### src/rtl/traffic_light_ctrl.sv
// -----------------------------------------------------------------------------
// traffic_light_ctrl
//
// Four-way intersection controller. North/south share one lamp head value and
// east/west share another. A free-running prescaler produces a timer tick
// every TICK_DIV clocks; each phase runs for a configured number of ticks.
//
// Features:
//   - Pedestrian request latch per axis. A latched request extends that
//     axis's green by PED_EXT ticks (once per green) and lights its walk lamp.
//   - Emergency preemption. The conflicting green is cut to yellow at once.
//     The next all-red leads to the requested green, which is then held for
//     as long as emerg_req stays high.
//   - Optional night flash, compiled in only when TL_NIGHT_FLASH_EN is
//     defined. Without the macro the FLASH phase is unreachable and
//     night_mode is ignored.
//
// Parameters:
//   TICK_DIV  clk cycles per timer tick (>= 1)
//   GREEN_T   green duration in ticks
//   YELLOW_T  yellow duration in ticks
//   ALLRED_T  all-red clearance in ticks
//   PED_EXT   extra green ticks for a served pedestrian request
//   CNT_W     phase timer width
//   A duration of 0 is treated as 1.
//
// Ports:
//   clk                     system clock, rising edge
//   reset                   asynchronous, active-high reset
//   ped_req_ns, ped_req_ew  pedestrian requests (level or pulse)
//   emerg_req, emerg_dir    preemption request; dir 0 = NS, 1 = EW
//   night_mode              flash request (needs TL_NIGHT_FLASH_EN)
//   north/south/east/west_light  {red, yellow, green} lamp drive
//   walk_ns, walk_ew        walk lamps
//   emerg_ack               preemption green is being held
//   state                   current phase code
// -----------------------------------------------------------------------------
module traffic_light_ctrl #(
   parameter int TICK_DIV = 1000,
   parameter int GREEN_T  = 8,
   parameter int YELLOW_T = 3,
   parameter int ALLRED_T = 2,
   parameter int PED_EXT  = 4,
   parameter int CNT_W    = 8
) (
   input  logic       clk,
   input  logic       reset,
   input  logic       ped_req_ns,
   input  logic       ped_req_ew,
   input  logic       emerg_req,
   input  logic       emerg_dir,
   input  logic       night_mode,
   output logic [2:0] north_light,
   output logic [2:0] south_light,
   output logic [2:0] east_light,
   output logic [2:0] west_light,
   output logic       walk_ns,
   output logic       walk_ew,
   output logic       emerg_ack,
   output logic [2:0] state
);

   typedef enum logic [2:0] {
      S_NS_G  = 3'd0,
      S_NS_Y  = 3'd1,
      S_AR_A  = 3'd2,
      S_EW_G  = 3'd3,
      S_EW_Y  = 3'd4,
      S_AR_B  = 3'd5,
      S_FLASH = 3'd6
   } phase_t;

   localparam logic [2:0] LAMP_R   = 3'b100;
   localparam logic [2:0] LAMP_Y   = 3'b010;
   localparam logic [2:0] LAMP_G   = 3'b001;
   localparam logic [2:0] LAMP_OFF = 3'b000;

   localparam int PRE_W = (TICK_DIV > 1) ? $clog2(TICK_DIV) : 1;
   localparam logic [PRE_W-1:0] L_PRE_TC = PRE_W'(TICK_DIV - 1);

   // Zero durations behave as one tick
   localparam int G_D  = (GREEN_T  < 1) ? 1 : GREEN_T;
   localparam int Y_D  = (YELLOW_T < 1) ? 1 : YELLOW_T;
   localparam int AR_D = (ALLRED_T < 1) ? 1 : ALLRED_T;

   localparam logic [CNT_W-1:0] L_G   = CNT_W'(G_D - 1);
   localparam logic [CNT_W-1:0] L_GX  = CNT_W'(G_D - 1 + PED_EXT);
   localparam logic [CNT_W-1:0] L_Y   = CNT_W'(Y_D - 1);
   localparam logic [CNT_W-1:0] L_AR  = CNT_W'(AR_D - 1);
   localparam logic [CNT_W-1:0] L_EXT = CNT_W'(PED_EXT);

   // State and control registers
   phase_t           r_state;
   logic [CNT_W-1:0] r_tmr;
   logic [PRE_W-1:0] r_pre;
   logic             r_ped_ns;
   logic             r_ped_ew;
   logic             r_ext;     // green already extended for pedestrians
   logic             r_emg;     // current green has been held by preemption
   logic             r_blink;   // flash lamps lit

   // Registered outputs
   logic [2:0]       r_ns_lamp;
   logic [2:0]       r_ew_lamp;
   logic             r_walk_ns;
   logic             r_walk_ew;
   logic             r_ack;

   // Next-state and helper signals
   phase_t           w_state_nxt;
   logic [CNT_W-1:0] w_tmr_nxt;
   logic [CNT_W-1:0] w_tmr_dec;
   logic [CNT_W-1:0] w_tick_v;
   logic             w_ped_ns_nxt;
   logic             w_ped_ew_nxt;
   logic             w_ext_nxt;
   logic             w_emg_nxt;
   logic             w_blink_nxt;
   logic             w_tick;
   logic             w_expire;
   logic             w_ew_axis;
   logic             w_own_ped;
   logic             w_pre_here;
   logic             w_pre_other;
   logic             w_leave_green;
   logic             w_enter_green;
   logic             w_green_axis;
   logic             w_night_go;
   logic [2:0]       w_ns_lamp;
   logic [2:0]       w_ew_lamp;
   logic             w_walk_ns_nxt;
   logic             w_walk_ew_nxt;
   logic             w_ack_nxt;

`ifdef TL_NIGHT_FLASH_EN
   assign w_night_go = night_mode;
`else
   logic w_unused_night;
   assign w_unused_night = night_mode;
   assign w_night_go     = 1'b0;
`endif

   assign w_tick    = (r_pre == L_PRE_TC);
   assign w_tick_v  = {{(CNT_W-1){1'b0}}, w_tick};
   assign w_tmr_dec = r_tmr - w_tick_v;
   assign w_expire  = w_tick && (r_tmr == '0);

   // Green-phase qualifiers; only meaningful while in NS_G or EW_G
   assign w_ew_axis   = (r_state == S_EW_G);
   assign w_own_ped   = w_ew_axis ? r_ped_ew : r_ped_ns;
   assign w_pre_here  = emerg_req && (emerg_dir == w_ew_axis);
   assign w_pre_other = emerg_req && (emerg_dir != w_ew_axis);

   // -------------------------------------------------------------------------
   // Next-state logic
   // -------------------------------------------------------------------------
   always_comb begin
      w_state_nxt   = r_state;
      w_tmr_nxt     = r_tmr;
      w_ext_nxt     = r_ext;
      w_emg_nxt     = r_emg;
      w_blink_nxt   = r_blink;
      w_ped_ns_nxt  = r_ped_ns | ped_req_ns;
      w_ped_ew_nxt  = r_ped_ew | ped_req_ew;
      w_leave_green = 1'b0;
      w_enter_green = 1'b0;
      w_green_axis  = 1'b0;

      case (r_state)
         S_NS_G, S_EW_G: begin
            if (w_pre_other) begin
               // Conflicting preemption cuts this green immediately
               w_leave_green = 1'b1;
            end else if (w_pre_here) begin
               // Held green: timer frozen until the request drops
               w_emg_nxt = 1'b1;
            end else if (r_emg) begin
               // Released hold: park the timer at 0 so the next tick exits
               if (w_expire) begin
                  w_leave_green = 1'b1;
               end else begin
                  w_tmr_nxt = '0;
               end
            end else if (w_own_ped && !r_ext) begin
               // Pending extension outranks a simultaneous expiry
               w_tmr_nxt = r_tmr + L_EXT - w_tick_v;
               w_ext_nxt = 1'b1;
            end else if (w_expire) begin
               w_leave_green = 1'b1;
            end else begin
               w_tmr_nxt = w_tmr_dec;
            end
         end

         S_NS_Y: begin
            if (w_expire) begin
               w_state_nxt = S_AR_A;
               w_tmr_nxt   = L_AR;
            end else begin
               w_tmr_nxt = w_tmr_dec;
            end
         end

         S_EW_Y: begin
            if (w_expire) begin
               w_state_nxt = S_AR_B;
               w_tmr_nxt   = L_AR;
            end else begin
               w_tmr_nxt = w_tmr_dec;
            end
         end

         S_AR_A, S_AR_B: begin
            if (w_expire) begin
               if (w_night_go && !emerg_req) begin
                  w_state_nxt = S_FLASH;
                  w_blink_nxt = 1'b1;
               end else begin
                  // A pending preemption picks the green; otherwise alternate
                  w_enter_green = 1'b1;
                  w_green_axis  = emerg_req ? emerg_dir : (r_state == S_AR_A);
               end
            end else begin
               w_tmr_nxt = w_tmr_dec;
            end
         end

`ifdef TL_NIGHT_FLASH_EN
         S_FLASH: begin
            if (emerg_req || !w_night_go) begin
               w_state_nxt = S_AR_B;
               w_tmr_nxt   = L_AR;
               w_blink_nxt = 1'b0;
            end else if (w_tick) begin
               w_blink_nxt = ~r_blink;
            end
         end
`endif

         default: begin
            w_state_nxt = S_AR_B;
            w_tmr_nxt   = L_AR;
            w_ext_nxt   = 1'b0;
            w_emg_nxt   = 1'b0;
            w_blink_nxt = 1'b0;
         end
      endcase

      if (w_leave_green) begin
         w_state_nxt = w_ew_axis ? S_EW_Y : S_NS_Y;
         w_tmr_nxt   = L_Y;
         w_ext_nxt   = 1'b0;
         w_emg_nxt   = 1'b0;
         // A served request is cleared; one never served survives.
         // A request on this very edge is kept for the next green.
         if (w_ew_axis) begin
            w_ped_ew_nxt = ped_req_ew | (r_ped_ew & (~r_ext | r_emg));
         end else begin
            w_ped_ns_nxt = ped_req_ns | (r_ped_ns & (~r_ext | r_emg));
         end
      end

      if (w_enter_green) begin
         w_state_nxt = w_green_axis ? S_EW_G : S_NS_G;
         w_emg_nxt   = emerg_req;
         w_ext_nxt   = !emerg_req && (w_green_axis ? r_ped_ew : r_ped_ns);
         w_tmr_nxt   = w_ext_nxt ? L_GX : L_G;
      end
   end

   // -------------------------------------------------------------------------
   // Output decode from the next state so registered lamps track state
   // -------------------------------------------------------------------------
   always_comb begin
      w_ns_lamp = LAMP_R;
      w_ew_lamp = LAMP_R;
      case (w_state_nxt)
         S_NS_G:  w_ns_lamp = LAMP_G;
         S_NS_Y:  w_ns_lamp = LAMP_Y;
         S_EW_G:  w_ew_lamp = LAMP_G;
         S_EW_Y:  w_ew_lamp = LAMP_Y;
         S_FLASH: begin
            w_ns_lamp = w_blink_nxt ? LAMP_Y : LAMP_OFF;
            w_ew_lamp = w_blink_nxt ? LAMP_Y : LAMP_OFF;
         end
         default: ;
      endcase
   end

   assign w_walk_ns_nxt = (w_state_nxt == S_NS_G) && w_ext_nxt && !w_emg_nxt;
   assign w_walk_ew_nxt = (w_state_nxt == S_EW_G) && w_ext_nxt && !w_emg_nxt;
   assign w_ack_nxt     = emerg_req &&
                          (((w_state_nxt == S_NS_G) && !emerg_dir) ||
                           ((w_state_nxt == S_EW_G) &&  emerg_dir));

   // -------------------------------------------------------------------------
   // Registers
   // -------------------------------------------------------------------------
   always_ff @(posedge clk or posedge reset) begin
      if (reset) begin
         r_state   <= S_AR_B;
         r_tmr     <= L_AR;
         r_pre     <= '0;
         r_ped_ns  <= 1'b0;
         r_ped_ew  <= 1'b0;
         r_ext     <= 1'b0;
         r_emg     <= 1'b0;
         r_blink   <= 1'b0;
         r_ns_lamp <= LAMP_R;
         r_ew_lamp <= LAMP_R;
         r_walk_ns <= 1'b0;
         r_walk_ew <= 1'b0;
         r_ack     <= 1'b0;
      end else begin
         // Prescaler runs freely, independent of phase changes
         r_pre     <= w_tick ? '0 : r_pre + PRE_W'(1);
         r_state   <= w_state_nxt;
         r_tmr     <= w_tmr_nxt;
         r_ped_ns  <= w_ped_ns_nxt;
         r_ped_ew  <= w_ped_ew_nxt;
         r_ext     <= w_ext_nxt;
         r_emg     <= w_emg_nxt;
         r_blink   <= w_blink_nxt;
         r_ns_lamp <= w_ns_lamp;
         r_ew_lamp <= w_ew_lamp;
         r_walk_ns <= w_walk_ns_nxt;
         r_walk_ew <= w_walk_ew_nxt;
         r_ack     <= w_ack_nxt;
      end
   end

   assign north_light = r_ns_lamp;
   assign south_light = r_ns_lamp;
   assign east_light  = r_ew_lamp;
   assign west_light  = r_ew_lamp;
   assign walk_ns     = r_walk_ns;
   assign walk_ew     = r_walk_ew;
   assign emerg_ack   = r_ack;
   assign state       = r_state;

endmodule

### config.mk
export PLATFORM = sky130hd
export DESIGN_NAME = traffic_light_ctrl
export DESIGN_NICKNAME = d
export VERILOG_FILES = /design/src/rtl/traffic_light_ctrl.sv
export SDC_FILE = /design/constraint.sdc
export NUM_CORES = 1
export LEC_CHECK = 0
export ABC_AREA = 0
export BUFFER_PORTS_ARGS = -buffer_cell sky130_fd_sc_hd__buf_2
export CORE_MARGIN = 5
export CORE_UTILIZATION = 45
export DETAILED_ROUTE_END_ITERATION = 10
export GPL_ROUTABILITY_DRIVEN = 0
export PLACE_DENSITY = 0.7
export SLEW_MARGIN = 20
export SYNTH_ARGS = -nofsm -noshare
export SYNTH_HDL_FRONTEND = slang
export SYNTH_SLANG_ARGS = --single-unit
### constraint.sdc
create_clock -name clk -period 2.85 [get_ports clk]
set_input_delay 0.285 -clock clk [delete_from_list [all_inputs] [get_ports clk]]
set_output_delay 0.285 -clock clk [all_outputs]
set_load 0.02 [all_outputs]
* After elaboration in Yosys (flattened, before gate mapping) *
Index checks and enable logic that the tools add are counted.

cells by class
  div/mod/pow operators = 0
  bitwise logic cells = 8
  reduce and logical (&&, ||, !) cells = 27
  shifts and indexed selects = 0
  muxes and demuxes = 51
  eq/ne operators = 15
  add/sub/neg operators = 4
  $lt $le $gt $ge = 0
  $mul = 0

operator list
  kind                                           number
  two-way mux 8 bit                              9
  two-way mux 1 bit                              27
  case mux 3 bit (3 select lines)                3
  case mux 8 bit (3 select lines)                1
  subtractor 8 x 1 -> 8 bit                      2
  two-way mux 3 bit                              5
  == test 3 bit, second input constant           4
  logical AND 1 bit                              12
  adder 10 x 1 -> 10 bit, second input constant  1
  == test 10 bit, second input constant          1
  two-way mux 10 bit                             1
  == test 3 x 2 -> 1 bit, second input constant  3
  adder 8 x 3 -> 8 bit, second input constant    1
  logical NOT 8 bit                              1
  inequality test 4 bit, second input constant   2
  OR reduction 4 bit                             2
  == test 3 x 1 -> 1 bit, second input constant  2
  logical NOT 3 bit                              2
  OR reduction 2 bit                             3
  OR reduction 6 bit                             1
  inequality test 5 bit, second input constant   1
  bitwise OR 1 bit                               5
  logical NOT 1 bit                              4
  two-way mux 2 bit                              2
  8 further kinds                                10

word-level totals
  memories kept = 0
  latch bits = 0
  memory bits (read-only) = 0
  register bits after elaboration = 35
  memory bits (writable) = 0
  output and inout port bits = 18
  bits of input ports = 7
  word-level logic and storage cells = 118

* Depth between registers and ports, before layout *
Gate-level depths: netlist of run 1.

  word-level depth = 14
  gate-level depth with buffers = 13
  depth with buffers taken out = 13

* Worst setup path after synthesis of run 1 *
Ideal clock, no wire load.

  path type = register to register
  start point = reg r_pre[0]
  end point = reg r_tmr[7]
  path buffers = 0
  period minus slack after synthesis = 2.914 ns
  path slack = -0.064 ns
  arrival = 2.781 ns
  cell stages (with the launch flop) = 14
  required time = 2.717 ns
  library setup time = 0.133 ns
  cells stage by stage = dfrtp_1 -> ha_1 -> nand4bb_1 -> nor3b_4 -> ha_1 -> inv_1 -> ha_1 -> fa_1 -> a211oi_1 -> o211ai_1 -> o41ai_1 -> nor3_1 -> a211oi_1 -> o211ai_1

on the way
  cells in the longest elaborated chain, start to end = 10
  elaborated cells between the ends (all ways) = 24
  those cells by class = add/sub: 2; eq/ne: 4; mux: 16; reduce/logical: 2

RTL lines
  item                                                                  RTL line       text
  start: declaration                                                    95             logic [PRE_W-1:0] r_pre;
  start signal: assignment                                              316            r_pre <= w_tick ? '0 : r_pre + PRE_W'(1);
  == test 10 bit *                                                      143            assign w_tick = (r_pre == L_PRE_TC);
  subtractor 8 x 1 -> 8 bit or logical AND 1 bit (tied branches)        145, 146
  two-way mux 8 bit or two-way mux 1 bit (tied branches)                188, 214, 179
  two-way mux 8 bit or two-way mux 1 bit (tied branches)                184            end else if (w_own_ped && !r_ext) begin
  two-way mux 8 bit or two-way mux 1 bit (tied branches)                177            end else if (r_emg) begin
  two-way mux 8 bit or two-way mux 1 bit (tied branches)                174            end else if (w_pre_here) begin
  two-way mux 8 bit or two-way mux 1 bit (tied branches)                171            if (w_pre_other) begin
  case mux 8 bit (3 select lines) or two-way mux 1 bit (tied branches)  169            case (r_state)
  two-way mux 8 bit (tied with other cells)                             249            if (w_leave_green) begin
  two-way mux 8 bit or AND reduction 3 bit (tied branches)              n/a
  end signal: assignment                                                318            r_tmr <= w_tmr_nxt;
  end: declaration                                                      94             logic [CNT_W-1:0] r_tmr;

Every way passes the cells marked *; elsewhere a longest branch is shown, timed or not. The select of a mux whose other input is x is not followed.
A chain may end at the register's enable or synchronous reset.

* Worst setup path after layout of run 1 *
  start point = reg r_pre[1]
  end point = reg r_tmr[6]

Same word-level chain as after synthesis.

==> results of run 1 <==
==> timing repair <==
item                                   4_1_cts  5_1_grt
setup endpoints to repair                    0        4
buffers inserted                             0        4
gates resized for setup                      0       13
endpoints found under the hold margin        0        0
==> worst max-delay path by stage <==
stage	start	end	slack, ns	depth (start not counted)
global route	r_pre[1]	r_tmr[7]	-0.1	13
detailed placement	r_pre[1]	r_tmr[7]	0.006	13
finish	r_pre[1]	r_tmr[6]	0.10	12
CTS	r_pre[1]	r_tmr[5]	0.006	12
global placement	r_pre[1]	r_tmr[7]	0.07	13
floorplan	r_pre[0]	r_tmr[7]	0.008	13
==> through the flow <==
step | setup slack (ns) | utilization | TNS [ns] | std cells | area, um2
after global placement | 0.0732 | 0.500 | 0 | 398 | 2940
after global routing | -0.0974 | 0.535 | -0.187 | 410 | 3150
final | 0.100 | 0.535 | 0 | 410 | 3150
after floorplan | 0.00788 | - | 0 | 298 | 2700
after CTS | 0.00557 | 0.520 | 0 | 406 | 3060
after detailed placement | 0.00556 | 0.500 | 0 | 398 | 2940
==> metal layers <==
layer  part of all wire  global-route usage  up-vias
met5                  0                   0        -
met3              0.081              0.0388       24
met1               0.43               0.256     1172
li1                   -                   -     1178
met4              0.032              0.0879        0
met2               0.46               0.299      127
==> area by class of cell <==
cell class | count | area (um2)
Clock inverter | 1 | 30.0
Tap cell | 75 | 93.8
Sequential cell | 34 | 857
Inverter | 20 | 75.1
Multi-Input combinational cell | 227 | 1720
Fill cell | 532 | 2740
Timing Repair Buffer | 46 | 288
Clock buffer | 7 | 86.3
==> logic make-up after synthesis <==
| logic type | count (synthesis) | synth area share |
|---|---|---|
| AO/OA/AOI/OAI | 85 | 0.231 |
| buffers and inverters | 37 | 0.0691 |
| adder cells (fa/ha/maj) | 18 | 0.0863 |
| XOR/XNOR | 11 | 0.0357 |
| flip-flops | 34 | 0.318 |
| multiplexers | 6 | 0.0241 |
| AND/OR/NAND/NOR | 107 | 0.236 |
==> placed cells by master (no fill, tap or decap), types with 3 or more instances in the layout <==
master,Yosys,routed
dfrtp_1,29,29
nand2_1,23,23
buf_2,5,23
buf_4,9,23
inv_1,20,19
nor2_1,17,17
o21ai_0,14,14
a21oi_1,13,13
ha_1,17,13
nand3_1,8,8
and3_1,7,7
o211ai_1,6,6
xnor2_1,6,6
o22ai_1,6,6
clkbuf_8,0,6
nor2b_1,5,5
a21o_1,5,5
mux2i_1,5,5
nor3_1,6,5
a31oi_1,5,5
xor2_1,5,5
dfstp_2,5,5
nand2b_1,4,4
or3_1,3,3
and2_1,3,3
o2111ai_1,3,3
nor3b_1,4,3
nand4_1,3,3
o32ai_1,3,3
a211oi_1,4,3
or4_1,3,3
ha_2,0,3
==> worst register-to-register path: cells and delay by family, from the launching register on <==
kind,cells,cell delay (ns)
flops,1,0.36
simple gates,4,1.04
buf+inv,1,0.15
fa+ha+maj,3,0.64
compound gates,4,0.44
==> power by group <==
part / switching (mW) / internal [mW] / total, mW
logic: 0.280 / 0.234 / 0.515
clock network: 0.198 / 0.285 / 0.484
registers: 0.0390 / 0.516 / 0.556
==> state kept, by name, summed over array words and instances (netlist names), 3 cells and up <==
| register | count |
|---|---|
| east_light | 3 |
| state | 3 |
| r_tmr | 8 |
| r_pre | 10 |
| north_light | 3 |
==> results.toml, run 1 <==
[flow_run]
drv_cap = 0

[sta]
post-route-min-period_ns = 2.75
final-hold-violation-count = 0
maxSlewHeadroom = 0.572
period_share = 0.965
hold_ws_ns = 0.0808
drv_slew = 0
skew_ns = 0.0110
tightest_slew_ns = 0.641
fmax_mhz = 364
rsz0062_at_grt = "true"
setup_violations = 0

[pwr]
power.density_nw_per_um2 = 494
finalPower_mw = 1.55
power.leakage_nw = 1.45
peakVddDrop_mv = 0.314

[die]
io_pins = 25
fp.coreArea_um2 = 5890
start_util = 0.458
dieArea_um2 = 7640
rows = 28
die_w_um = 87.4
die_height_um = 87.4

[hold_path]
hold_path_class = "input port to asynchronous set/reset pin"

[route]
vias = 2501
dr.first_iter.drc_count = 208
firstDrtPassIters = 5
finalWirelength_um = 7140
routedWlPerCell_um = 17.4
post_drt_via_cell_ratio = 6.10
ant_nets = 0
drcViolationCount = 0

[setup_path]
required_ns = 3.03
reg2reg_from = "r_pre[1]"
crit_path_end_kind = "flop"
cp_max_fo = 3
critical_path.cell_chain = "ha_2, nand4bb_4, nor3b_4, buf_4, ha_1, ha_2, or3b_2, a21boi_2, a211oi_1, a22oi_1, and3_1, o32ai_2"
crit_path_max_incr_delay_ns = 0.51
cp.arrival_ns = 2.93
r2r_setup_slack_ns = 0.10
timing.rr.end = "r_tmr[6]"
critPathSlowestCell = "or3b_2"
crit_buf_inv = 1
r2r_cells = 12
crit_family = "simple AND/OR/NAND/NOR gates"
crit_type = "flop to flop"
worstSetupStartpointType = "flop"
critical_path.most_common_cell = "ha_2"

[synth]
synthTopCellsByCount = "dfrtp_1, nand2_1, inv_1"
syn_nets = 323
synth_top_area_cell = "dfrtp_1"
synth_top_area_share = 0.269
synth_flop_cell = "dfrtp_1"
yosysWarningCount = 0
ys_ff_latch = 34
syn_avg_cell_area_um2 = 9.05
ys_seq_area_frac = 0.318
synth_area_um2 = 2700
synth-edff-count = 0
synth_cells = 298
synthArstFlopShare = 1.00
synthDistinctLibCells = 73
yosys-top-cells-area = "dfrtp_1, ha_1, dfstp_2"
yosysMostFrequentCell = "dfrtp_1"

[placed_design]
place_hpwl_um = 5060
port_buffers = 23

[grt]
grt_usage = 0.192
grt-ovfl-total = 0
grt_pass1_wl_um = 11600
antenna_found_initial = 0
grt_pass1_vias = 2457
grt_max_degree = 35

[clock_tree]
cts-buffers-inserted = 5
clk_latency_ns = 0.30
cts_htree_levels = 2
root_buffer = "clkbuf_8"
clock_path_buffers = 2
tritoncts = "yes"
path_clk_slew_ns = 0.08
clock_sinks = 34
ctsHoldBuffers = 0

[cells_and_area]
num_antenna_cells = 0
area_growth_syn_to_layout_pct = 16.8
drive_above_1_share = 0.266
nets = 359

[status]
status = "completed"
(Power assumes the default switching activity.)
==> inputs of run 2 (changes only) <==
- PLACE_DENSITY: 0.7 -> 0.67
- clock period: 2.85 -> 3.1 ns (I/O delays scaled with it)
==> results.toml, run 2 (synthesis gave the netlist of run 1 again) <==
[status]
status = "completed"

[die]
rows = 28
fp.coreArea_um2 = 5890
io_pins = 25
die_height_um = 87.4
start_util = 0.458
die_w_um = 87.4
dieArea_um2 = 7640

[setup_path]
crit_type = "flop to flop"
crit_path_max_incr_delay_ns = 0.40
timing.rr.end = "r_tmr[7]"
r2r_cells = 14
required_ns = 3.28
critPathSlowestCell = "dfrtp_1"
cp.arrival_ns = 3.09
r2r_setup_slack_ns = 0.19
cp_max_fo = 4
crit_path_end_kind = "flop"
worstSetupStartpointType = "flop"
reg2reg_from = "r_pre[0]"
critical_path.cell_chain = "ha_2, nand4bb_4, nor3b_4, ha_1, inv_1, ha_1, fa_2, a211oi_1, buf_4, o211ai_1, o41ai_1, nor3_1, a211oi_1, o211ai_1"

[pwr]
internal_power_mw = 0.986
power.share.clock = 0.355
peakVddDrop_mv = 0.231
power.share.sequential = 0.362
power.leakage_nw = 1.37
power_frac_comb = 0.283
netSwitchingPower_mw = 0.457
swShare = 0.317
power.density_nw_per_um2 = 480

[flow_run]
drv_cap = 0

[cells_and_area]
biggestRegsByFlops = "r_pre: 10 flops, r_tmr: 8 flops"
area_growth_syn_to_layout_pct = 11.5
largest_reg_flops = 10
nets = 343
drive_above_1_share = 0.204
final_common_cell = "dfrtp_1"
regMostFlops = "r_pre"
multi_input_area_um2 = 1670
fillers = 550
seq_area_um2 = 857
layout_common_cells = "dfrtp_1, nand2_1, buf_2"
num_antenna_cells = 0
layout.cells.non_filler = 394

[sta]
final-hold-violation-count = 0
setup_violations = 0
period_share = 0.939
fmax_mhz = 344
drv_slew = 0
tightest_slew_ns = 0.640
skew_ns = 0.00615
tns_ns = 0
maxSlewHeadroom = 0.573
post-route-min-period_ns = 2.91

[route]
drcViolationCount = 0
post_drt_via_cell_ratio = 6.04
ant_nets = 0
firstDrtPassIters = 4
finalWirelength_um = 6550
vias = 2380
dr.first_iter.drc_count = 194
routedWlPerCell_um = 16.6

[clock_tree]
clk_latency_ns = 0.30
post_cts_buffers = 0
clock_sinks = 34
root_buffer = "clkbuf_8"
cts-buffers-inserted = 5
cts_htree_levels = 2
clock_path_buffers = 2
path_clk_slew_ns = 0.08
tritoncts = "yes"
ctsHoldBuffers = 0

[placed_design]
dp_cells = 386
place_hpwl_um = 4940
port_buffers = 23

[grt]
grt_max_degree = 24
grt_pass1_vias = 2292
antenna_found_initial = 0
grt_pass1_wl_um = 11200
grt_usage = 0.185
grt-ovfl-total = 0

[hold_path]
hold_path_class = "input port to asynchronous set/reset pin"
[run 2: timing repair]
item,CTS,global route
endpoints found under the hold margin,0,0
endpoints found under the setup margin,0,1
gates resized for setup,0,3
[run 2: routing by layer]
metal | part of all wire | vias up | global-route usage
li1 | - | 1143 | -
met1 | 0.46 | 1161 | 0.251
met2 | 0.47 | 68 | 0.290
met3 | 0.054 | 8 | 0.0293
met4 | 0.016 | 0 | 0.0767
met5 | 0 | - | 0
[run 2: power by group through the flow]
stage	Sequential, mW	Clock, mW	Combinational (mW)
floorplan	0.515	0	0.318
global placement	0.529	0	0.397
detailed placement	0.529	0	0.408
CTS	0.522	0.520	0.409
global route	0.529	0.538	0.461
finish	0.522	0.513	0.408
[run 2: worst max path at each step]
stage                        start  endpoint  slack, ns  cells past startpoint
after floorplan           r_pre[0]  r_tmr[7]       0.19                     13
after global placement    r_pre[0]  r_tmr[7]       0.19                     14
after detailed placement  r_pre[0]  r_tmr[7]       0.11                     14
after CTS                 r_pre[0]  r_tmr[7]       0.11                     14
after global routing      r_pre[0]  r_tmr[7]      -0.02                     14
final                     r_pre[0]  r_tmr[7]       0.19                     14
[run 2: final cells by class]
cell class / instances / area share
Clock buffer: 5 / 0.0229
Clock inverter: 3 / 0.0229
Inverter: 20 / 0.0250
Multi-Input combinational cell: 227 / 0.557
Sequential cell: 34 / 0.285
Tap cell: 75 / 0.0312
Timing Repair Buffer: 30 / 0.0558
[run 2: worst max-delay path, delay by kind of cell (launching register included)]
kind	cells	cell delay, ns
and+or+nand+nor	3	0.51
adders and majority gates	4	1.00
DFF	1	0.40
AOI/OAI and AO/OA	5	0.67
buffers and inverters	2	0.21
[run 2: metrics by stage]
stage	area (um2)	power, mW	util	hold WS [ns]	setup WS, ns
after floorplan	2700	0.833	-	0.402	0.186
after global placement	2850	0.927	0.484	0.427	0.189
after detailed placement	2850	0.938	0.484	0.436	0.111
after CTS	2980	1.45	0.507	0.114	0.112
after global routing	3010	1.53	0.511	0.150	-0.0215
final	3010	1.44	0.511	0.0842	0.190
